## src/rtl/mux8_rr_arbiter_pkg.sv

```systemverilog
// rtl/mux8_rr_arbiter_pkg.sv - shared constants and state encoding for the 8-way round-robin arbiter
package mux8_rr_arbiter_pkg;

  localparam int NUM_REQ       = 8;
  localparam int SEL_W         = 3;
  localparam int MAX_BURST_MIN = 1;
  localparam int MAX_BURST_MAX = 16;

  typedef enum logic {
    IDLE  = 1'b0,
    GRANT = 1'b1
  } state_e;

endpackage

```

## src/rtl/mux8_rr_arbiter_mux.sv

```systemverilog
// rtl/mux8_rr_arbiter_mux.sv - 8:1 32-bit data mux shared by the producers
module mux8_32 (
  input  logic [31:0] in1,
  input  logic [31:0] in2,
  input  logic [31:0] in3,
  input  logic [31:0] in4,
  input  logic [31:0] in5,
  input  logic [31:0] in6,
  input  logic [31:0] in7,
  input  logic [31:0] in8,
  input  logic [2:0]  sel,
  output logic [31:0] out
);

  // Plain select; in1 corresponds to sel=0.
  always_comb begin
    out = in1;
    case (sel)
      3'd0: out = in1;
      3'd1: out = in2;
      3'd2: out = in3;
      3'd3: out = in4;
      3'd4: out = in5;
      3'd5: out = in6;
      3'd6: out = in7;
      3'd7: out = in8;
      default: out = in1;
    endcase
  end

endmodule

```

## src/rtl/mux8_rr_arbiter_pick.sv

```systemverilog
// rtl/mux8_rr_arbiter_pick.sv - combinational round-robin winner search over 8 requests
module rr_pick8
  import mux8_rr_arbiter_pkg::*;
(
  input  logic [NUM_REQ-1:0] req,
  input  logic [SEL_W-1:0]   ptr,
  output logic [SEL_W-1:0]   grant_idx,
  output logic               any_req
);

  logic [SEL_W-1:0] idx;
  logic             found;

  // First set request bit at or after ptr, wrapping 7 -> 0.
  always_comb begin
    grant_idx = ptr;
    any_req   = |req;
    found     = 1'b0;
    idx       = '0;
    for (int i = 0; i < NUM_REQ; i++) begin
      idx = ptr + SEL_W'(i);
      if (!found && req[idx]) begin
        grant_idx = idx;
        found     = 1'b1;
      end
    end
  end

endmodule

```

## src/rtl/mux8_rr_arbiter.sv

```systemverilog
// rtl/mux8_rr_arbiter.sv - round-robin arbiter with bounded bursts driving the shared 8:1 result mux
module mux8_rr_arbiter
  import mux8_rr_arbiter_pkg::*;
#(
  parameter int DATA_W    = 32,
  parameter int MAX_BURST = 4,
  parameter int CNT_W     = 4
) (
  input  logic                      clk,
  input  logic                      rst_n,
  input  logic [NUM_REQ-1:0]        req,
  input  logic [NUM_REQ-1:0]        last,
  input  logic [NUM_REQ*DATA_W-1:0] in_data,
  output logic [NUM_REQ-1:0]        ack,
  output logic [SEL_W-1:0]          out_sel,
  output logic                      out_valid,
  input  logic                      out_ready,
  output logic [DATA_W-1:0]         out_data,
  output logic                      busy
);

  if (DATA_W != 32) begin : g_bad_data_w
    $error("mux8_rr_arbiter: DATA_W must be 32");
  end
  if (MAX_BURST < MAX_BURST_MIN || MAX_BURST > MAX_BURST_MAX) begin : g_bad_burst
    $error("mux8_rr_arbiter: MAX_BURST out of range");
  end
  if ((2 ** CNT_W) < MAX_BURST) begin : g_bad_cnt_w
    $error("mux8_rr_arbiter: CNT_W too narrow for MAX_BURST");
  end

  state_e           state_q, state_d;
  logic [SEL_W-1:0] sel_q, sel_d;
  logic [SEL_W-1:0] rr_ptr_q, rr_ptr_d;
  logic [CNT_W-1:0] beat_cnt_q, beat_cnt_d;

  logic [SEL_W-1:0]  pick_idx;
  logic              pick_any;
  logic              xfer;
  logic [DATA_W-1:0] mux_out;

  rr_pick8 u_pick (
    .req       (req),
    .ptr       (rr_ptr_q),
    .grant_idx (pick_idx),
    .any_req   (pick_any)
  );

  mux8_32 u_mux (
    .in1 (in_data[0*DATA_W +: DATA_W]),
    .in2 (in_data[1*DATA_W +: DATA_W]),
    .in3 (in_data[2*DATA_W +: DATA_W]),
    .in4 (in_data[3*DATA_W +: DATA_W]),
    .in5 (in_data[4*DATA_W +: DATA_W]),
    .in6 (in_data[5*DATA_W +: DATA_W]),
    .in7 (in_data[6*DATA_W +: DATA_W]),
    .in8 (in_data[7*DATA_W +: DATA_W]),
    .sel (sel_q),
    .out (mux_out)
  );

  assign busy      = (state_q == GRANT);
  assign out_valid = busy && req[sel_q];
  assign xfer      = out_valid && out_ready;
  assign out_sel   = sel_q;
  assign out_data  = out_valid ? mux_out : '0;

  // One-hot accept pulse toward the granted producer.
  always_comb begin
    ack = '0;
    if (xfer) begin
      ack[sel_q] = 1'b1;
    end
  end

  // Arbitration in IDLE; beat counting and grant release in GRANT.
  always_comb begin
    state_d    = state_q;
    sel_d      = sel_q;
    rr_ptr_d   = rr_ptr_q;
    beat_cnt_d = beat_cnt_q;
    case (state_q)
      IDLE: begin
        if (pick_any) begin
          sel_d      = pick_idx;
          beat_cnt_d = '0;
          state_d    = GRANT;
        end
      end
      GRANT: begin
        if (xfer) begin
          beat_cnt_d = beat_cnt_q + CNT_W'(1);
          if (last[sel_q] || beat_cnt_q == CNT_W'(MAX_BURST - 1)) begin
            state_d  = IDLE;
            rr_ptr_d = sel_q + SEL_W'(1);
          end
        end else if (!req[sel_q]) begin
          // Producer withdrew before its beat was taken: give up the path.
          state_d  = IDLE;
          rr_ptr_d = sel_q + SEL_W'(1);
        end
      end
      default: state_d = IDLE;
    endcase
  end

  // State registers; reset abandons any transfer in flight.
  always_ff @(posedge clk or negedge rst_n) begin
    if (!rst_n) begin
      state_q    <= IDLE;
      sel_q      <= '0;
      rr_ptr_q   <= '0;
      beat_cnt_q <= '0;
    end else begin
      state_q    <= state_d;
      sel_q      <= sel_d;
      rr_ptr_q   <= rr_ptr_d;
      beat_cnt_q <= beat_cnt_d;
    end
  end

endmodule

```

## config.mk

```make
export PLATFORM = sky130hd
export DESIGN_NAME = mux8_rr_arbiter
export DESIGN_NICKNAME = d
export VERILOG_FILES = /design/src/rtl/mux8_rr_arbiter_pkg.sv /design/src/rtl/mux8_rr_arbiter_mux.sv /design/src/rtl/mux8_rr_arbiter_pick.sv /design/src/rtl/mux8_rr_arbiter.sv
export SDC_FILE = /design/constraint.sdc
export NUM_CORES = 1
export LEC_CHECK = 0
export BUFFER_PORTS_ARGS = -buffer_cell sky130_fd_sc_hd__buf_2
export CORE_AREA = 2 2 126 128
export DETAILED_ROUTE_END_ITERATION = 8
export DIE_AREA = 0 0 128 130
export PLACE_DENSITY = 0.59
export SYNTH_ARGS = -nofsm -noshare
export SYNTH_HDL_FRONTEND = slang
export SYNTH_SLANG_ARGS = --single-unit
```

## constraint.sdc

```tcl
create_clock -name clk -period 4.04 [get_ports clk]
set_clock_uncertainty 0.1 [all_clocks]
set_input_delay 0.808 -clock clk [delete_from_list [all_inputs] [get_ports clk]]
set_output_delay 0.808 -clock clk [all_outputs]
set_load 0.01 [all_outputs]
```

Word-level counts from Yosys, hierarchy flattened
Cells that the tools add are included.
{"block": "word_totals", "inputBits": 275, "regBits": 11, "output_inout_bits": 45}
{"block": "classes", "magnitude_cmp": 10, "addsub": 9, "n_eq_ne": 12, "bitwise_logic": 1, "n_reduce_logical": 23, "mux": 50}
{"cell": "32-bit case mux with 8 select lines", "n": 1}
{"cell": "3-bit by 4-bit less-than comparator with 1-bit output (second input constant)", "n": 9}
{"cell": "32-bit 2-to-1 mux", "n": 1}
{"cell": "1-bit binary-select mux with 3-bit select", "n": 10}
{"cell": "3-bit 2-to-1 mux", "n": 10}
{"cell": "1-bit 2-to-1 mux", "n": 22}
{"cell": "3-bit adder (second input constant)", "n": 4}
{"cell": "3-bit == test (second input constant)", "n": 4}
{"cell": "1-bit logical AND", "n": 10}
{"cell": "4-bit 2-to-1 mux", "n": 2}
{"cell": "8-bit 2-to-1 mux", "n": 1}
{"cell": "4-bit case mux with 2 select lines", "n": 1}
{"cell": "8-bit OR reduction", "n": 1}
{"cell": "1-bit logical NOT", "n": 7}
{"cell": "3-bit by 1-bit adder with 3-bit output (second input constant)", "n": 2}
{"cell": "3-bit by 2-bit adder with 3-bit output (second input constant)", "n": 2}
{"cell": "3-bit by 2-bit == test with 1-bit output (second input constant)", "n": 2}
{"cell": "4-bit by 1-bit adder with 4-bit output (second input constant)", "n": 1}
{"cell": "4-bit by 2-bit == test with 1-bit output (second input constant)", "n": 1}
{"cell": "2-bit by 1-bit inequality test with 1-bit output (second input constant)", "n": 2}
{"cell": "2-bit inequality test (second input constant)", "n": 2}
{"cell": "2-bit AND reduction", "n": 2}
{"cell": "1-bit demux with 3-bit select", "n": 1}
{"cell": "3-bit by 1-bit == test with 1-bit output (second input constant)", "n": 1}
{"cell": "6 further kinds", "n": 6}

Depth between registers and ports, before layout
Gate-level depths: netlist of the first run.
{"block": "logic_depth", "depth_word": 24, "mapped_depth": 11, "depth_no_buf": 9}

Cells and area by module
Synthesis of the first run repeated with hierarchy kept, for this count alone.
{"block": "hier_totals", "cells_unflattened": 543, "area_unflattened_um2": 4315.4}
{"mod": "mux8_32", "instances": 1, "area_per_inst_um2": 2244.7, "cells_per_inst": 306}
{"mod": "mux8_rr_arbiter", "instances": 1, "area_per_inst_um2": 1131.1, "cells_per_inst": 130}
{"mod": "rr_pick8", "instances": 1, "area_per_inst_um2": 939.7, "cells_per_inst": 107}

Worst setup path before layout of the first run
No wires, ideal clock.
{"block": "synth_path", "path_type": "register -> output", "from": "register sel_q[0], in the netlist out_sel[0]", "to": "output out_data[13]", "path_slack_ps": 662, "t_arrival_ps": 2470, "path_stages_with_launch": 10, "n_path_buf": 3, "t_required_ps": 3132, "cell_sequence": "dfrtp_1 -> clkbuf_1 -> inv_1 -> ha_1 -> clkbuf_1 -> or4_1 -> nor2_1 -> clkbuf_1 -> nand2_1 -> a31oi_1"}
{"block": "synth_via", "elab_chain_cells": 4, "word_cells_on_any_way": 13, "classes_between": "eq/ne (7); mux (4); reduce/logical (2)"}
{"item": "start, declared", "line_no": "mux8_rr_arbiter.sv:33", "rtl": "logic [SEL_W-1:0] sel_q, sel_d;"}
{"item": "start signal, assigned", "line_no": "mux8_rr_arbiter.sv:116", "rtl": "sel_q <= sel_d;"}
{"item": "1-bit binary-select mux with 3-bit select", "line_no": "mux8_rr_arbiter.sv:63", "rtl": "assign out_valid = busy && req[sel_q];"}
{"item": "1-bit 2-to-1 mux (implied by the code)", "line_no": "mux8_rr_arbiter.sv:63"}
{"item": "1-bit logical AND", "line_no": "mux8_rr_arbiter.sv:63"}
{"item": "32-bit 2-to-1 mux *", "line_no": "mux8_rr_arbiter.sv:66", "rtl": "assign out_data = out_valid ? mux_out : '0;"}
{"item": "end, declared", "line_no": "mux8_rr_arbiter.sv:18", "rtl": "output logic [DATA_W-1:0] out_data,"}
Mark *: on every way between the ends. The rest lies on a longest branch, timed or not. The select of a mux whose other input is x is not followed.

Worst setup path in the final report of the first run
{"block": "layout_path", "from": "register sel_q[0], in the netlist out_sel[0]", "to": "output out_data[7]"}
The elaborated chain is that of the path after synthesis.

==> results of run 1 <==
critical path, cell delays in order, from the launching register on:
cell	delay [ns]
dfrtp_1	0.37
buf_4	0.21
ha_1	0.24
ha_1	0.23
buf_4	0.20
a222oi_1	0.48
nand2_1	0.18
a221oi_1	0.42
nor2_1	0.09
buf_2	0.16
cell type report:
class / count / area (um^2) / area share [%]
multi-input cells: 354 / 2758 / 53.26
repair buffers: 343 / 1777 / 34.32
flip-flops and latches: 11 / 276.5 / 5.341
well taps: 192 / 240.2 / 4.640
clock buffers: 4 / 78.83 / 1.522
inverters: 12 / 45.04 / 0.8700
diodes: 1 / 2.502 / 0.04833
what timing repair did:
item | in CTS | in global routing
setup endpoints to repair | 0 | 4
setup buffers | 0 | 0
gates resized for setup | 0 | 1
worst max-delay path by stage:
stage / depth (start not counted) / slack, ns / to
2_1_floorplan: 9 / 0.66 / out_data[13]
3_3_place_gp: 9 / 0.44 / out_data[9]
3_5_place_dp: 9 / 0.37 / out_data[9]
4_1_cts: 9 / 0.11 / out_data[9]
5_1_grt: 9 / 0.23 / out_data[18]
6_report: 9 / 0.30 / out_data[7]
power breakdown:
group | internal (uW) | switching, uW | total (uW) | leakage [uW]
Combinational | 1600 | 2360 | 3960 | 0.00249
Clock | 132 | 47.0 | 179 | 0.0000382
Sequential | 160 | 54.8 | 214 | 0.000135
kinds of logic (layout without fill, tap and decap cells):
kind of cell | Yosys count | in the layout | synth area share, %
flip-flops | 11 | 11 | 8.448
multiplexers | 66 | 66 | 26.77
AO/OA/AOI/OAI | 130 | 130 | 33.18
XOR/XNOR | 5 | 5 | 1.344
buffers and inverters | 53 | 359 | 7.104
adder cells (fa/ha/maj) | 9 | 9 | 3.456
other | 0 | 1 | 0
AND/OR/NAND/NOR | 144 | 144 | 19.70
routing by layer:
layer,vias up,global-route usage (%),part of all wire (%)
li1,2305,-,-
met1,2380,35.99,43
met2,395,38.44,43
met3,18,6.273,13
met4,0,3.361,1.5
met5,-,0,0
per-stage QoR:
step	hold WS [ns]	area, um^2	setup WS (ns)	power, uW
after CTS	0.3474	5174	0.1080	4312
after global routing	0.3619	5175	0.2272	4662
final	0.3406	5177	0.3028	4353
after detailed placement	0.4242	5095	0.3653	4106
after global placement	0.4115	5095	0.4394	4132
after floorplan	0.3896	3258	0.6621	2743
sequential cells by signal, indices dropped and copies added (netlist names):
register and count:
beat_cnt_q 4, busy 1, out_sel 3, rr_ptr_q 3
cell usage after synthesis (3+ instances only):
master,number,area share [%]
nor2_1,41,4.7
nor3_1,4,0.61
ha_1,9,3.5
a31oi_1,7,1.3
a22o_1,8,2.2
dfrtp_1,11,8.4
o21ai_0,9,1.4
mux2i_1,10,3.1
buf_6,4,1.4
nor4_1,5,0.96
clkbuf_1,31,3.6
nand3_1,11,1.7
mux4_1,3,2.4
a221oi_1,27,7.3
nor2b_1,4,0.77
o211ai_1,4,0.92
nand2_1,63,7.3
mux2_2,43,15
mux4_2,7,4.8
a222oi_1,37,11
inv_1,12,1.4
a22oi_1,9,2.1
xnor2_1,3,0.81
a21oi_1,10,1.5
buf_1,4,0.46
==> out/results.ini, run 1 <==
[setup_path]
ff2ff_path_depth = 9
endpoint_kind = primary output
r2r_setup_slack_ns = 0.94
reg2reg_from = rr_ptr_q[1]
worstSetupStartpointType = flip-flop
crit_arrival_ns = 2.83
r2r_end = out_sel[1]
startpoint = out_sel[0]
crit_fanout = 19
cp.required_ns = 3.13
crit_type = reg -> out

[clocking]
cts_tree = built
cts_htree_levels = 1
hold_buffers = 0
cts_buffers = 3
cts_sinks = 11
cts_root_buf = clkbuf_16
cts_buffer_depth = 2
worstSkewPairLatency_ns = 0.24
clkTransAtPathRegs_ns = 0.04

[synthesis]
postSynthCellCount = 418
synth.cell_area_mm2 = 0.003258
synth_nets = 702
async_reset_ff_share_pct = 100.0
synth_edf_count = 0
yosysSeqAreaShare_pct = 8.449
synth.distinct_cells = 57
synth_flop_cell = dfrtp_1
yosys_register_bits = 11
avgSynthCellArea_um2 = 7.795
yosysWarnings = 0

[die]
die_x_um = 128
start_util_pct = 21.12
ios = 320
die_area_mm2 = 0.01664
die_h_um = 130
fp-row-count = 46
core_mm2 = 0.01542

[min_path]
hp-class = in -> async

[drt]
drt_iter0_drc = 711
via_per_inst = 5.559
wl_mm = 22.67
ant_nets = 0
drc = 0
post_drt_wl_per_cell_um = 24.73
vias = 5098
first_pass_iters = 8

[final_layout]
mostFrequentLayoutCells = 319 x buf_2, 63 x nand2_1, 43 x mux2_2, 40 x nor2_1, 37 x a222oi_1
area_growth_pct = 58.91
fill_cells = 1712
drive_above_1_share_pct = 56.49
nNetsFinal = 1009
fin_cells = 917
final_common_cell = buf_2
final_util_pct = 33.57

[sta]
tightest_slew_ns = 0.7684
period_needed_ns = 3.737
rsz0062_at_grt = no
fin_tns_setup_ns = 0
fin_crit_sh_pct = 92.51
setup-violations-final = 0
max_freq_mhz = 267.6
slew_headroom_pct = 48.67
hold_viol = 0
drv_slew = 0

[placement]
io_buffers = 319
routabilityCongestion = 0.9013
place_hpwl_mm = 19.12
place_inst = 912

[global_routing]
grt_pass1_vias = 4618
gr-usage-all-layers_pct = 24.92
overflow = 0
grt_max_degree = 45
antenna_found_initial = 1
grt_pass1_wl_mm = 30.24

[pwr]
p_leak_uw = 0.002664
power_density_mw_per_mm2 = 840.7
ir_worst_vdd_mv = 0.4953

[run]
cap_viol_max_count = 0

[run_status]
status = finished clean

(Power assumes the default switching activity.)
==> run 2: changes to the inputs <==
Settings changed: PLACE_DENSITY 0.59 to 0.54.
==> run 2 against run 1 <==
  * Sequential share of layout area hardly changed
  * Critical path type unchanged
  * Wire length decreased by 18%
  * Global-route usage fell by 4.8 points
  * Clock-buffer cell count stayed put
  * Total power shrank 7.7%
  * Flip-flop and latch count unchanged
  * Hold slack better by 0.0015 ns
  * Largest cell class unchanged
==> out/results.ini, run 2 (same netlist as run 1, synthesis figures left out) <==
[clocking]
cts_buffer_depth = 2  ; unchanged
worstSkewPairLatency_ns = 0.24  ; about the same
clkTransAtPathRegs_ns = 0.04  ; about the same
cts_root_buf = clkbuf_16
cts_buffers = 3  ; unchanged
cts_sinks = 11  ; unchanged
hold_buffers = 0  ; unchanged
cts_tree = built
cts_htree_levels = 1  ; unchanged

[final_layout]
largest_reg_flops = 4  ; unchanged
drive_above_1_share_pct = 56.42  ; -0.067 points
final_common_cell = buf_2
top_register = beat_cnt_q
area_growth_pct = 58.14
mostFrequentLayoutCells = 319 x buf_2, 63 x nand2_1, 43 x mux2_2, 40 x nor2_1, 37 x a222oi_1
nNetsFinal = 1001  ; -0.79%

[drt]
met3_length_mm = 1.972  ; -32%
wl_met2_mm = 9.281  ; -3.7%
highest_layer = met5
drc = 0  ; unchanged
drt_iter0_drc = 338  ; -52%
post_drt_wl_per_cell_um = 20.33  ; -18%
wl_mm = 18.56  ; -18%
first_pass_iters = 8  ; unchanged
wl_met1_mm = 6.999  ; -29%
via_per_inst = 5.309  ; -4.5%
ant_nets = 0  ; unchanged
vias = 4847  ; -4.9%

[pwr]
p_leak_uw = 0.002625  ; -1.5%
ir_worst_vdd_mv = 0.3593  ; -27%
power_density_mw_per_mm2 = 779.8  ; -7.2%
finalPower_uw = 4018  ; -7.7%

[die]
start_util_pct = 21.12  ; unchanged
die_h_um = 130  ; unchanged
core_mm2 = 0.01542  ; unchanged
ios = 320  ; unchanged
fp-row-count = 46  ; unchanged
die_area_mm2 = 0.01664  ; unchanged
die_x_um = 128  ; unchanged

[sta]
tightest_slew_ns = 0.7272  ; -0.04117 ns
setup-violations-final = 0  ; unchanged
period_needed_ns = 3.599  ; -0.1378 ns
rsz0062_at_grt = no
fin_ws_ns = 0.4406  ; +0.1378 ns
drv_slew = 0  ; unchanged
fin_crit_sh_pct = 89.09  ; -3.4 points
fin_tns_setup_ns = 0  ; unchanged
slew_headroom_pct = 51.30  ; +2.6 points
hold_viol = 0  ; unchanged
max_freq_mhz = 277.8  ; +3.8%

[placement]
routabilityCongestion = 0.8345  ; -7.4%
place_hpwl_mm = 15.08  ; -21%
place_ws_ns = 0.3531  ; -0.01221 ns
io_buffers = 319  ; unchanged

[setup_path]
worst_path_most_repeated_cell = nand2_1
worstSetupStartpointType = flip-flop
cp.required_ns = 3.13  ; about the same
crit_type = reg -> out
reg2reg_from = rr_ptr_q[0]
r2r_end = out_sel[1]
crit_path_max_incr_delay_ns = 0.60  ; +0.12 ns
endpoint_kind = primary output
ff2ff_path_depth = 9  ; unchanged
crit_arrival_ns = 2.69  ; -0.14 ns
cp_slowest_cell = buf_4
crit_buf_inv = 3  ; unchanged
r2r_setup_slack_ns = 1.02  ; +0.08 ns
path_delay_family = buffers and inverters
crit_path_cell_trace = buf_4 > and3_1 > a31oi_1 > o2bb2ai_1 > nand2_1 > inv_1 > nand2_1 > nor4_1 > buf_2
crit_fanout = 53  ; +34

[global_routing]
overflow = 0  ; unchanged
grt_pass1_wl_mm = 25.90  ; -14%
gr-usage-all-layers_pct = 20.11  ; -4.8 points
antenna_found_initial = 8  ; +7
grt_pass1_vias = 4563  ; -1.2%
grt_max_degree = 54  ; +20%

[min_path]
hp-class = in -> async

[run_status]
status = finished clean

[run]
cap_viol_max_count = 0  ; unchanged

==> run 2: metrics by stage <==
stage	std cells	instance area, um^2	utilization (%)	hold slack (ns)
3_3_place_gp	904	5057	32.79	0.4268
5_1_grt	908	5140	33.32	0.3599
4_1_cts	908	5136	33.30	0.3489
2_1_floorplan	418	3258	-	0.3896
3_5_place_dp	904	5057	32.79	0.4198
6_report	913	5152	33.40	0.3421
==> run 2: layout make-up <==
| class | count | area [um^2] |
|---|---|---|
| Multi-Input combinational cell | 354 | 2770 |
| Antenna cell | 5 | 12.51 |
| Fill cell | 1709 | 10270 |
| Clock buffer | 4 | 78.83 |
| Timing Repair Buffer | 335 | 1729 |
| Tap cell | 192 | 240.2 |
| Inverter | 12 | 45.04 |
| Sequential cell | 11 | 276.5 |
==> run 2: worst reg2reg max path, cell delays in order, from the launching register on <==
cell	delay, ns
dfrtp_1	0.33
inv_1	0.07
ha_1	0.50
mux4_2	0.64
mux2i_2	0.30
mux2_2	0.37
o22ai_1	0.13
a32oi_1	0.07
o211ai_1	0.21
a31oi_1	0.13
==> run 2: repair_timing <==
item,CTS,global route
endpoints found under the setup margin,0,14
buffers inserted,0,0
resized for setup,0,2
hold endpoints to repair,0,0
==> run 2: per-layer routing <==
layer	vias up	GRT usage [%]
met5	-	0
met4	8	2.844
met3	20	6.478
met2	225	37.28
met1	2300	23.17
li1	2294	-
==> run 2: how the worst max path moves through the flow <==
stage / startpoint / end / slack (ns) / cells after the start
2_1_floorplan: out_sel[0] / out_data[13] / 0.66 / 9
3_3_place_gp: out_sel[1] / out_data[3] / 0.46 / 9
3_5_place_dp: out_sel[0] / out_data[12] / 0.35 / 8
4_1_cts: out_sel[0] / out_data[11] / 0.11 / 8
5_1_grt: out_sel[2] / ack[5] / 0.09 / 9
6_report: out_sel[2] / ack[4] / 0.44 / 9
==> run 2: power breakdown <==
group,total (uW),internal (uW),switching [uW],leakage [uW]
logic,3610,1560,2050,0.00245
registers,225,159,65.9,0.000135
clock network,181,132,48.1,0.0000382
total,4020,1850,2160,0.00263
==> run 3: changes to the inputs <==
Settings changed: CORE_AREA 2 2 126 128 to 2 2 125 127, DIE_AREA 0 0 128 130 to 0 0 127 129, PLACE_DENSITY 0.54 to 0.63, SYNTH_HIERARCHICAL set to 1.
==> run 3 against run 2 <==
  * Critical path depth is 3 lower
  * Die area is 1.5% lower
  * Global-route usage is 4.9 points higher
  * Clock-buffer cell count stayed put
  * Maximum frequency is 2.3% higher
  * Cell count is 12% higher
  * Core utilization is 7.2 points higher
  * Critical path type unchanged
  * Critical endpoint is now out_data[8]
  * Largest cell class unchanged
  * Highest routed layer unchanged
==> out/results.ini, run 3 <==
[synthesis]
yosysMostFrequentCell = a22oi_1
synth.distinct_cells = 67  ; +18%
async_reset_ff_share_pct = 100.0  ; unchanged
yosysWarnings = 6  ; +6
postSynthCellCount = 543  ; +30%
yosysSeqAreaShare_pct = 6.379  ; -2.1 points
synth_edf_count = 0  ; unchanged
synth_flop_cell = dfrtp_1
synthTopCellsByArea = mux2_2 10%, a22oi_1 9.4%, dfrtp_1 6.4%
avgSynthCellArea_um2 = 7.947  ; +2.0%
yosys.area.top_type = mux2_2
yosys_register_bits = 11  ; unchanged
synth_top_area_share_pct = 10.44  ; -4.4 points
synth_nets = 822  ; +17%
ys_top_cells_by_count = 54 x a22oi_1, 44 x nor2_1, 40 x mux2_2, 36 x nand2b_1
synth.cell_area_mm2 = 0.004315  ; +32%

[sta]
max_freq_mhz = 284.3  ; +2.3%
drv_slew = 0  ; unchanged
hold_viol = 0  ; unchanged
setup-violations-final = 0  ; unchanged
fin_crit_sh_pct = 87.08  ; -2.0 points
period_needed_ns = 3.518  ; -0.08147 ns
slew_headroom_pct = 64.17  ; +13 points
tightest_slew_ns = 0.5374  ; -0.1898 ns
fin_tns_setup_ns = 0  ; unchanged
rsz0062_at_grt = no

[placement]
place_hpwl_mm = 17.61  ; +17%
io_buffers = 319  ; unchanged
routabilityCongestion = 0.9598  ; +15%

[setup_path]
crit_path_cell_trace = and3b_1 > buf_4 > a22oi_1 > a31oi_1 > and2_1 > buf_2
worstSetupStartpointType = flip-flop
r2r_end = out_sel[2]
endpoint_kind = primary output
crit_arrival_ns = 2.61  ; -0.08 ns
cp.required_ns = 3.13  ; about the same
crit_type = reg -> out
crit_buf_inv = 2  ; -1
reg2reg_from = rr_ptr_q[1]
crit_path_max_incr_delay_ns = 0.63  ; +0.03 ns
cp_slowest_cell = and3b_1
path_delay_family = simple AND/OR/NAND/NOR gates
ff2ff_path_depth = 9  ; unchanged
r2r_setup_slack_ns = 0.92  ; -0.10 ns
crit_fanout = 24  ; -55%

[final_layout]
drive_above_1_share_pct = 52.52  ; -3.9 points
final_common_cell = buf_2
nNetsFinal = 1112  ; +11%
top_register = beat_cnt_q
fill_cells = 1617  ; -5.4%
largest_reg_flops = 4  ; unchanged
mostFrequentLayoutCells = 319 x buf_2, 54 x a22oi_1, 43 x nor2_1, 40 x mux2_2, 36 x nand2b_1
area_growth_pct = 40.77

[die]
die_x_um = 127  ; -0.78%
core_mm2 = 0.01498  ; -2.9%
fp-row-count = 45  ; -2.2%
ios = 320  ; unchanged
die_area_mm2 = 0.01638  ; -1.5%
start_util_pct = 28.81  ; +7.7 points
die_h_um = 129  ; -0.77%

[pwr]
ir_worst_vdd_mv = 0.2616  ; -27%
finalPower_uw = 4788  ; +19%
p_leak_uw = 0.002943  ; +12%
power_density_mw_per_mm2 = 788.3  ; +1.1%

[clocking]
cts_tree = built
cts_htree_levels = 1  ; unchanged
worstSkewPairLatency_ns = 0.24  ; about the same
cts_buffers = 3  ; unchanged
cts_buffer_depth = 2  ; unchanged
post_cts_buffers = 0  ; unchanged
cts_sinks = 11  ; unchanged
clkTransAtPathRegs_ns = 0.04  ; about the same
cts_root_buf = clkbuf_16
hold_buffers = 0  ; unchanged
ctsResizeCount = 0  ; unchanged

[drt]
vias = 5542  ; +14%
ant_nets = 0  ; unchanged
drt_iter0_drc = 492  ; +46%
post_drt_wl_per_cell_um = 20.56  ; +1.1%
first_pass_iters = 6  ; -2
wl_mm = 21.09  ; +14%
drc = 0  ; unchanged
via_per_inst = 5.402  ; +1.7%

[run]
cap_viol_max_count = 0  ; unchanged

[min_path]
hp-class = in -> async

[global_routing]
grt_pass1_vias = 5405  ; +18%
grt_pass1_wl_mm = 31.51  ; +22%
antenna_found_initial = 6  ; -2
grt_max_degree = 41  ; -24%
overflow = 0  ; unchanged
gr-usage-all-layers_pct = 24.96  ; +4.9 points

[run_status]
status = finished clean

## run 3: cell types whose count changed in the layout (fill, tap and decap cells not counted), moves of 23 or more
cell	change
nand2b_1	+34
nand2_1	-29
a22oi_1	+45
a31oi_1	+23
a21bo_2	+24
a221oi_1	-23
a222oi_1	-37
and2_1	+34
o211ai_1	+26
## run 3: final cells by class
| class | count | area [um^2] | area share (%) |
|---|---|---|---|
| multi-input cells | 466 | 3660 | 60.25 |
| flip-flops and latches | 11 | 281.5 | 4.634 |
| well taps | 188 | 235.2 | 3.872 |
| diodes | 6 | 15.01 | 0.2472 |
| inverters | 12 | 45.04 | 0.7415 |
| repair buffers | 339 | 1759 | 28.96 |
| clock buffers | 4 | 78.83 | 1.298 |
## run 3: stage by stage
step                      instance area, um^2  std cells  utilization, %  hold WS, ns  setup slack, ns
after floorplan                          4315        543               -       0.3460           0.9717
after global placement                   5981       1016           39.93       0.3703           0.7900
after detailed placement                 5981       1016           39.93       0.3734           0.7954
after CTS                                6060       1020           40.46       0.3497           0.5866
after global routing                     6070       1024           40.53       0.3620           0.4106
final                                    6075       1026           40.56       0.3399           0.5221
## run 3: worst max path at each step
stage           startpoint            to  slack, ns  cells after the start
2_1_floorplan  rr_ptr_q[0]    out_sel[0]       0.97                     13
3_3_place_gp        req[6]        ack[4]       0.79                      8
4_1_cts         out_sel[0]   out_data[8]       0.59                      6
6_report        out_sel[0]   out_data[8]       0.52                      6
5_1_grt         out_sel[0]  out_data[10]       0.41                      6
3_5_place_dp        req[6]        ack[4]       0.80                      8
## run 3: kinds of logic (layout without fill, tap and decap cells)
group                      Yosys count  count (layout)  share of synthesized area, %
muxes                               77              77                         23.34
buffers and inverters               66             355                         8.872
other                                0               6                             0
and+or+nand+nor                    192             192                         24.85
AOI/OAI and AO/OA                  189             189                         34.59
adders and majority gates            4               4                         1.160
xor gates and xnor gates             4               4                        0.8120
DFF                                 11              11                         6.379
## run 3: where the power goes
group	total (uW)	internal, uW	switching [uW]
sequential	308	164	144
combinational	4300	1890	2410
clock	181	133	48.9
## run 3: per-layer routing
| metal | part of all wire, % | GRT usage [%] | vias up |
|---|---|---|---|
| met5 | 0.052 | 0 | - |
| met4 | 2.1 | 7.111 | 2 |
| met3 | 8.2 | 5.738 | 32 |
| met2 | 45 | 39.63 | 276 |
| met1 | 44 | 34.03 | 2550 |
| li1 | - | - | 2682 |
